`src/rtl/weight_feeder.sv`:
```
// weight_feeder: read sequencer and diagonal skew stage between the 4-row
// weight RAM and the west/north edge of the systolic array.
// Optional build macro: FEEDER_BASE_EN (latch base_addr on start; otherwise
// the tile base is fixed at 0 and base_addr is ignored).
//
// state  | meaning
// -------+---------------------------------------------------------------
// IDLE   | waiting for start; outputs quiet
// READ   | oe=1, one RAM address per cycle, DEPTH cycles
// DRAIN  | oe=0, skew registers flush the last words, ROWS-1 cycles
// DONE   | done pulse for one cycle, then back to IDLE
module weight_feeder #(
  parameter int DATA_W = 16,
  parameter int ROWS   = 4,
  parameter int DEPTH  = 5,
  parameter int ADDR_W = 7
) (
  input  logic              clk,
  input  logic              rst_n,
  input  logic              start,
  input  logic [ADDR_W-1:0] base_addr,
  output logic [ADDR_W-1:0] addr_out,
  output logic              oe,
  input  logic [DATA_W-1:0] q0,
  input  logic [DATA_W-1:0] q1,
  input  logic [DATA_W-1:0] q2,
  input  logic [DATA_W-1:0] q3,
  output logic [DATA_W-1:0] w0,
  output logic [DATA_W-1:0] w1,
  output logic [DATA_W-1:0] w2,
  output logic [DATA_W-1:0] w3,
  output logic [ROWS-1:0]   w_valid,
  output logic              busy,
  output logic              done
);

  localparam logic [1:0] S_IDLE  = 2'd0;
  localparam logic [1:0] S_READ  = 2'd1;
  localparam logic [1:0] S_DRAIN = 2'd2;
  localparam logic [1:0] S_DONE  = 2'd3;

  localparam int CNT_W = (DEPTH > 1) ? $clog2(DEPTH) : 1;
  localparam int DRN_W = (ROWS > 2) ? $clog2(ROWS - 1) : 1;
  localparam logic [CNT_W-1:0] COL_LAST = CNT_W'(DEPTH - 1);
  // Drain is a down-counter: loaded with ROWS-2, exits when it reads zero.
  localparam logic [DRN_W-1:0] DRN_LOAD = DRN_W'(ROWS - 2);

  logic [1:0]        state_q, state_d;
  logic [CNT_W-1:0]  col_q, col_d;
  logic [DRN_W-1:0]  drn_q, drn_d;
  logic [ADDR_W-1:0] addr_q, addr_d;
  logic              oe_q, oe_d;
  logic [ADDR_W-1:0] base_now;

`ifdef FEEDER_BASE_EN
  logic [ADDR_W-1:0] base_q;

  // Hold the tile base captured on the start edge for the whole tile.
  always_ff @(posedge clk or negedge rst_n) begin
    if (!rst_n) begin
      base_q <= '0;
    end else if (state_q == S_IDLE && start) begin
      base_q <= base_addr;
    end
  end

  assign base_now = (state_q == S_IDLE) ? base_addr : base_q;
`else
  logic unused_base;
  assign unused_base = ^base_addr;
  assign base_now    = '0;
`endif

  // Next-state logic for the sequencer and its registered RAM controls.
  always_comb begin
    state_d = state_q;
    col_d   = col_q;
    drn_d   = drn_q;
    addr_d  = addr_q;
    oe_d    = oe_q;
    case (state_q)
      S_IDLE: begin
        if (start) begin
          state_d = S_READ;
          col_d   = '0;
          addr_d  = base_now;
          oe_d    = 1'b1;
        end
      end
      S_READ: begin
        if (col_q == COL_LAST) begin
          state_d = S_DRAIN;
          col_d   = '0;
          addr_d  = '0;
          oe_d    = 1'b0;
          drn_d   = DRN_LOAD;
        end else begin
          col_d  = col_q + 1'b1;
          addr_d = base_now + ADDR_W'(col_d);
        end
      end
      S_DRAIN: begin
        if (drn_q == '0) begin
          state_d = S_DONE;
        end else begin
          drn_d = drn_q - 1'b1;
        end
      end
      S_DONE: begin
        state_d = S_IDLE;
      end
      default: begin
        state_d = S_IDLE;
      end
    endcase
  end

  // Sequencer state, counters and RAM address/enable registers.
  always_ff @(posedge clk or negedge rst_n) begin
    if (!rst_n) begin
      state_q <= S_IDLE;
      col_q   <= '0;
      drn_q   <= '0;
      addr_q  <= '0;
      oe_q    <= 1'b0;
    end else begin
      state_q <= state_d;
      col_q   <= col_d;
      drn_q   <= drn_d;
      addr_q  <= addr_d;
      oe_q    <= oe_d;
    end
  end

  // RAM data is only meaningful while oe is high; zeros are captured otherwise
  // so the skewed outputs read 0 whenever their valid bit is low.
  logic [DATA_W-1:0] cap0, cap1, cap2, cap3;
  assign cap0 = oe_q ? q0 : '0;
  assign cap1 = oe_q ? q1 : '0;
  assign cap2 = oe_q ? q2 : '0;
  assign cap3 = oe_q ? q3 : '0;

  logic [DATA_W-1:0]        r0_q;
  logic [1:0][DATA_W-1:0]   r1_q;
  logic [2:0][DATA_W-1:0]   r2_q;
  logic [3:0][DATA_W-1:0]   r3_q;
  logic [ROWS-1:0]          vld_q;

  // Row r passes through r+1 registers, producing the diagonal wavefront.
  always_ff @(posedge clk or negedge rst_n) begin
    if (!rst_n) begin
      r0_q  <= '0;
      r1_q  <= '0;
      r2_q  <= '0;
      r3_q  <= '0;
      vld_q <= '0;
    end else begin
      r0_q  <= cap0;
      r1_q  <= {r1_q[0], cap1};
      r2_q  <= {r2_q[1:0], cap2};
      r3_q  <= {r3_q[2:0], cap3};
      vld_q <= {vld_q[ROWS-2:0], oe_q};
    end
  end

  assign addr_out = addr_q;
  assign oe       = oe_q;
  assign w0       = r0_q;
  assign w1       = r1_q[1];
  assign w2       = r2_q[2];
  assign w3       = r3_q[3];
  assign w_valid  = vld_q;
  assign busy     = (state_q == S_READ) || (state_q == S_DRAIN);
  assign done     = (state_q == S_DONE);

endmodule

```
`config.mk`:
```
export PLATFORM = sky130hd
export DESIGN_NAME = weight_feeder
export DESIGN_NICKNAME = d
export VERILOG_FILES = /design/src/rtl/weight_feeder.sv
export SDC_FILE = /design/constraint.sdc
export NUM_CORES = 1
export LEC_CHECK = 0
export BUFFER_PORTS_ARGS = -buffer_cell sky130_fd_sc_hd__buf_2
export CORE_AREA = 5 5 155 157
export DETAILED_ROUTE_END_ITERATION = 16
export DIE_AREA = 0 0 160 162
export GPL_ROUTABILITY_DRIVEN = 0
export SLEW_MARGIN = 20
export SYNTH_ARGS = -nofsm -noshare
export SYNTH_HDL_FRONTEND = slang
export SYNTH_SLANG_ARGS = --single-unit
```
`constraint.sdc`:
```
create_clock -name clk -period 3.16 [get_ports clk]
set_input_delay 0.632 -clock clk [delete_from_list [all_inputs] [get_ports clk]]
set_output_delay 0.632 -clock clk [all_outputs]
set_load 0.03 [all_outputs]
```
# Word level (Yosys, flattened, before mapping)
# Cells that the tools add are included.
totals:
  mem_bits_rw: 0
  latch_bits: 0
  in_bits: 74
  ff_bits: 179
  romBits: 0
  mem_count: 0
op_classes:
  muxes: 19
  mul: 0
  reduce_logical: 9
  bitwise_logic: 0
  shifts: 0
  div: 0
  add_sub_neg: 2
  eq_ne: 8
  order_cmp: 0
ops:
  columns: ["cell", "n"]
  rows:
  - ["16-bit two-way mux", 4]
  - ["7-bit case mux with 2 select lines", 1]
  - ["3-bit two-way mux", 3]
  - ["3-bit AND reduction", 3]
  - ["2-bit two-way mux", 4]
  - ["2-bit inequality test (second input constant)", 4]
  - ["2-bit case mux with 4 select lines", 1]
  - ["7-bit two-way mux", 1]
  - ["3-bit case mux with 2 select lines", 1]
  - ["2-bit equality test (second input constant)", 2]
  - ["2-bit zero test", 2]
  - ["2-bit case mux with 2 select lines", 1]
  - ["2-bit nonzero test", 2]
  - ["3-bit by 1-bit adder with 3-bit output (second input constant)", 1]
  - ["3-bit equality test (second input constant)", 1]
  - ["2-bit by 1-bit equality test with 1-bit output (second input constant)", 1]
  - ["1-bit two-way mux", 2]
  - ["1-bit case mux with 2 select lines", 1]
  - ["2-bit AND reduction", 1]
  - ["2-bit by 1-bit subtractor with 2-bit output (second input constant)", 1]
  - ["1-bit logical OR", 1]

# Longest topological paths before layout
logic_depth:
  word_depth: 3
  ltp_mapped: 6

# Least setup slack after synthesis
# No wires, ideal clock.
synth_timing:
  path_kind: "reg-to-reg"
  start: "reg, netlist name addr_out[0]"
  end: "reg state_q[1]"
  slack_ns: 1.571
  required_time_ns: 3.035
  arrival_time_ns: 1.464
  period_less_slack_ns: 1.589
  path_buffers: 0
  path_stages_with_launch: 6
  cell_sequence: "dfrtp_1 -> inv_1 -> ha_1 -> a21boi_4 -> nor3b_2 -> mux2_4"
synth_rtl:
  columns: ["element", "line_no", "text"]
  rows:
  - ["to (signal assigned)", "127", "state_q <= state_d;"]
  - ["to (decl)", "48", "logic [1:0] state_q, state_d;"]

# Final worst setup path
layout_timing:
  start: "reg state_q[1]"
  end: "out busy"
layout_via:
  elab_chain_cells: 2
  word_cells_on_any_way: 3
  cone_classes: "eq/ne (2); reduce/logical (1)"
layout_lines:
  columns: ["element", "line_no", "text"]
  rows:
  - ["2-bit by 1-bit equality test with 1-bit output or 2-bit equality test (tied branches)", "173", "assign busy = (state_q == S_READ) || (state_q == S_DRAIN);"]
  - ["1-bit logical OR *", "173", null]
  - ["to (decl)", "33", "output logic busy,"]
# Every way passes the cells marked *; elsewhere a longest branch is shown, timed or not.

==> summary by stage <==
Clocking
The tree built by TritonCTS fans out to 172 sinks. The clock-pin transition on the worst setup and hold timing paths is 0.07 ns. The clock reaches the later pin of the worst-skew pair after 0.41 ns. The post-CTS resize count is 0. The number of buffers between clock root and the deepest sink is 2.

The number of H-tree levels is 4. The setup fix buffers added after clock tree synthesis is 0. The clock tree root buffer cell is clkbuf_16. The number of hold-repair buffers added at the cts stage is 0. The clock tree from TritonCTS is yes.

The total clock buffers created by CTS is 17.

Final layout
The number of antenna repair diodes is 0. The library cell used most frequently in the layout, excluding fill and tap cells, is dfrtp_1. Cells with a size suffix above 1 make up 39.61% of the layout. The post-route non-filler standard cell count is 747. In the layout the commonest cells are 171 x dfrtp_1, 139 x buf_2, 65 x and2_1.

The count of nets after finishing is 530. The area overhead of the layout relative to synthesis is 23.52%.

Worst hold path
The tightest min-delay check is of the in2async type.

Drt
The vias after detailed routing is 2670. The pre-antenna-repair detailed-routing pass consisted of 3 iterations. After the first detailed-routing iteration, the DRC count stood at 136. The count of unresolved DRC violations after routing is 0. The via-per-instance ratio is 3.574. The final wirelength is 9729 um. Dividing the detail-routed wire length by the instance count gives 13.02 um.

The number of routed nets with antenna violations is 0.

Floorplanning
The cell row count is 55. The floorplan step defined a die boundary enclosing 0.02592 sq mm. The number of placed I/O pins is 152. From left edge to right edge, the die measures 160 um. The area of the core is 0.02237 sq mm. In this run the vertical extent of the chip is 162 um. The initial utilization of the core area, before any placement, comes to 24.54%.

Power and ir drop
The internal power summed over all cells is 4109 uW. The sequential share of power is 46.5%. Total power for the finished layout comes to 6028 uW. The power density normalized to cell area is 889.1 mW/mm^2. The peak ir drop on the vdd network is 561.8 uV.

The switching part of the total is 31.84%. The analysis attributes to cell leakage a power of 0.003197 uW. The combinational fraction of design power is 20.1%. For this design the total switching power over the nets is 1919 uW. The relative contribution of the clock network to total power is 33.3%.

Worst setup path
The worst setup path is captured at an output port. The number of cells on the worst reg-to-reg path is 5. At the worst endpoint, the arrival time is 1.37 ns.

The critical path goes through inv_1, ha_1, buf_2. The critical path's top delay family is flip-flops. The number of buffers and inverters on the critical path is 2. The endpoint of the worst-slack reg-to-reg timing path is state_q[1].

On the worst path, the slowest cell contributes a delay of 0.39 ns. On the critical path, the stage with the largest delay is an instance of dfrtp_1. Along the worst path, the maximum fanout reaches 4.

The critical path is of the reg2out type. The nature of the critical path startpoint is a flop. Setup slack on the worst reg-to-reg path comes out at 1.47 ns. At the worst endpoint, the required time is 2.53 ns. The source of the worst register-to-register timing path is state_q[1].

Global routing
The total routing usage reported by global routing is 8.009%. The largest net degree at the start of global routing is 71. The overall overflow remaining after global route is 0.

The number of antenna violations at the first check in global routing came to 0. The first-pass GRT wire length is 16310 um. The via count of the first global-routing pass is 3052.

Timing
The number of endpoints with negative hold slack in the final report is 0. The share of the clock period used by the worst path is 63.27%. For this run, the top clock speed supported by timing is 0.5002 GHz. Setup violations remaining at the end of the flow were counted as 0. Setup repair after global routing left no endpoint under its margin. At the pin with the least slew margin, the transition time is 0.6143 ns. The final critical delay including setup and external delays is 1.999 ns. The count of final max-slew check failures is 0. After routing, the total negative slack on setup checks comes to 0 ns. Measured against its own limit, the worst slew margin works out to 59.05%.

Across the routed clock network, the largest skew measured is 0.008449 ns.

Logic synthesis
The Yosys step of the flow raised 0 warnings. Summing the sequential cell areas from Yosys gives 78.41% of the chip area. The post-synth design cell area is 0.005489 sq mm. The average size of a mapped cell is 16.05 sq um. The number of library cell types mapped by synthesis is 31. The cell count after synthesis is 342. The post-synthesis sequential element count is 172.

Place
In this run the tool buffered the top-level ports with 140 buffer cells. The placed wire-length estimate is 7087 um. In this run, placement finished with an instance count of 715.

Outcome
The run finished with clean final reports.

Job
Across the run, the number of max-cap violations was 0.
==> cell usage after synthesis <==
master	n	area share, %
mux2i_1	1	0.18
ha_1	7	1.6
nand4bb_1	1	0.21
nor3b_1	1	0.14
a22o_1	1	0.16
buf_6	1	0.21
o31a_1	1	0.16
and4bb_1	1	0.23
nand3_1	2	0.18
a32oi_1	1	0.16
mux2_4	1	0.27
nor2_1	4	0.27
a21oi_1	2	0.18
a21boi_4	1	0.34
o21ai_0	4	0.36
and2_1	65	7.4
and3b_1	1	0.16
dfrtp_1	172	78
conb_1	1	0.068
buf_2	1	0.091
nand2b_1	1	0.11
o32a_2	1	0.21
o311ai_1	1	0.16
o22ai_1	1	0.11
clkbuf_1	6	0.41
inv_1	6	0.41
xnor2_1	1	0.16
nand2_1	2	0.14
nor2b_2	1	0.16
nor3b_2	1	0.23
buf_4	52	7.1
==> worst max-delay path by stage <==
stage	startpoint	endpoint	slack, ns	cells past startpoint
2_1_floorplan	addr_out[0]	state_q[1]	1.57	5
3_3_place_gp	state_q[1]	state_q[1]	1.51	5
3_5_place_dp	state_q[1]	state_q[1]	1.47	5
4_1_cts	oe	oe	1.09	1
5_1_grt	oe	oe	1.03	1
6_report	state_q[1]	busy	1.16	3
==> kinds of logic after synthesis <==
logic type	count (synthesis)	share of synthesized area [%]
flops	172	78.41
simple gates	80	9.232
buf+inv	66	8.229
compound gates	13	1.847
fa+ha+maj	7	1.596
mux	2	0.4558
other cells	1	0.06832
xor+xnor	1	0.1596
==> flip-flops by register name, summed over array words and instances (netlist names) <==
signal    flops
addr_out      3
drn_q         2
oe            1
r1_q         16
r2_q         32
r3_q         48
state_q       2
w0           16
w1           16
w2           16
w3           16
w_valid       4
==> through the flow <==
stage               hold slack, ns  setup slack [ns]  utilization [%]  instance area (sq um)
detailed placement          0.3347             1.469            27.66                   6186
global route                0.2518             1.025            30.32                   6780
floorplan                   0.3312             1.571                -                   5500
global placement            0.3316             1.508            27.66                   6186
finish                      0.2110             1.161            30.32                   6780
CTS                         0.2168             1.094            30.32                   6780
==> metal layers <==
layer | vias up | global-route usage (%) | wire length [um]
met4 | 0 | 3.754 | 154
met3 | 8 | 2.690 | 481
met2 | 66 | 13.39 | 5225
met5 | - | 0 | 0
li1 | 1230 | - | -
met1 | 1366 | 9.334 | 3867
==> power by group through the flow <==
stage | Combinational, uW | Clock [uW] | Sequential, uW
6_report | 1210 | 2010 | 2800
5_1_grt | 1320 | 2180 | 2860
4_1_cts | 1240 | 2090 | 2820
2_1_floorplan | 895 | 0 | 2930
3_5_place_dp | 1240 | 0 | 2860
3_3_place_gp | 1210 | 0 | 2830
==> worst reg2reg max path: stages (launching register included) <==
cell,delay (ns)
dfrtp_1,0.41
inv_1,0.09
ha_1,0.36
a21boi_4,0.32
nor3b_2,0.09
mux2_4,0.30
==> final cells by class <==
class,count,area [sq um]
multi-input cells,107,744.5
clock inverters,15,168.9
well taps,285,356.6
repair buffers,145,757.0
inverters,6,22.52
fillers,2217,15580
flip-flops and latches,172,4305
clock buffers,17,425.4
Power figures use the tool's default switching activity.
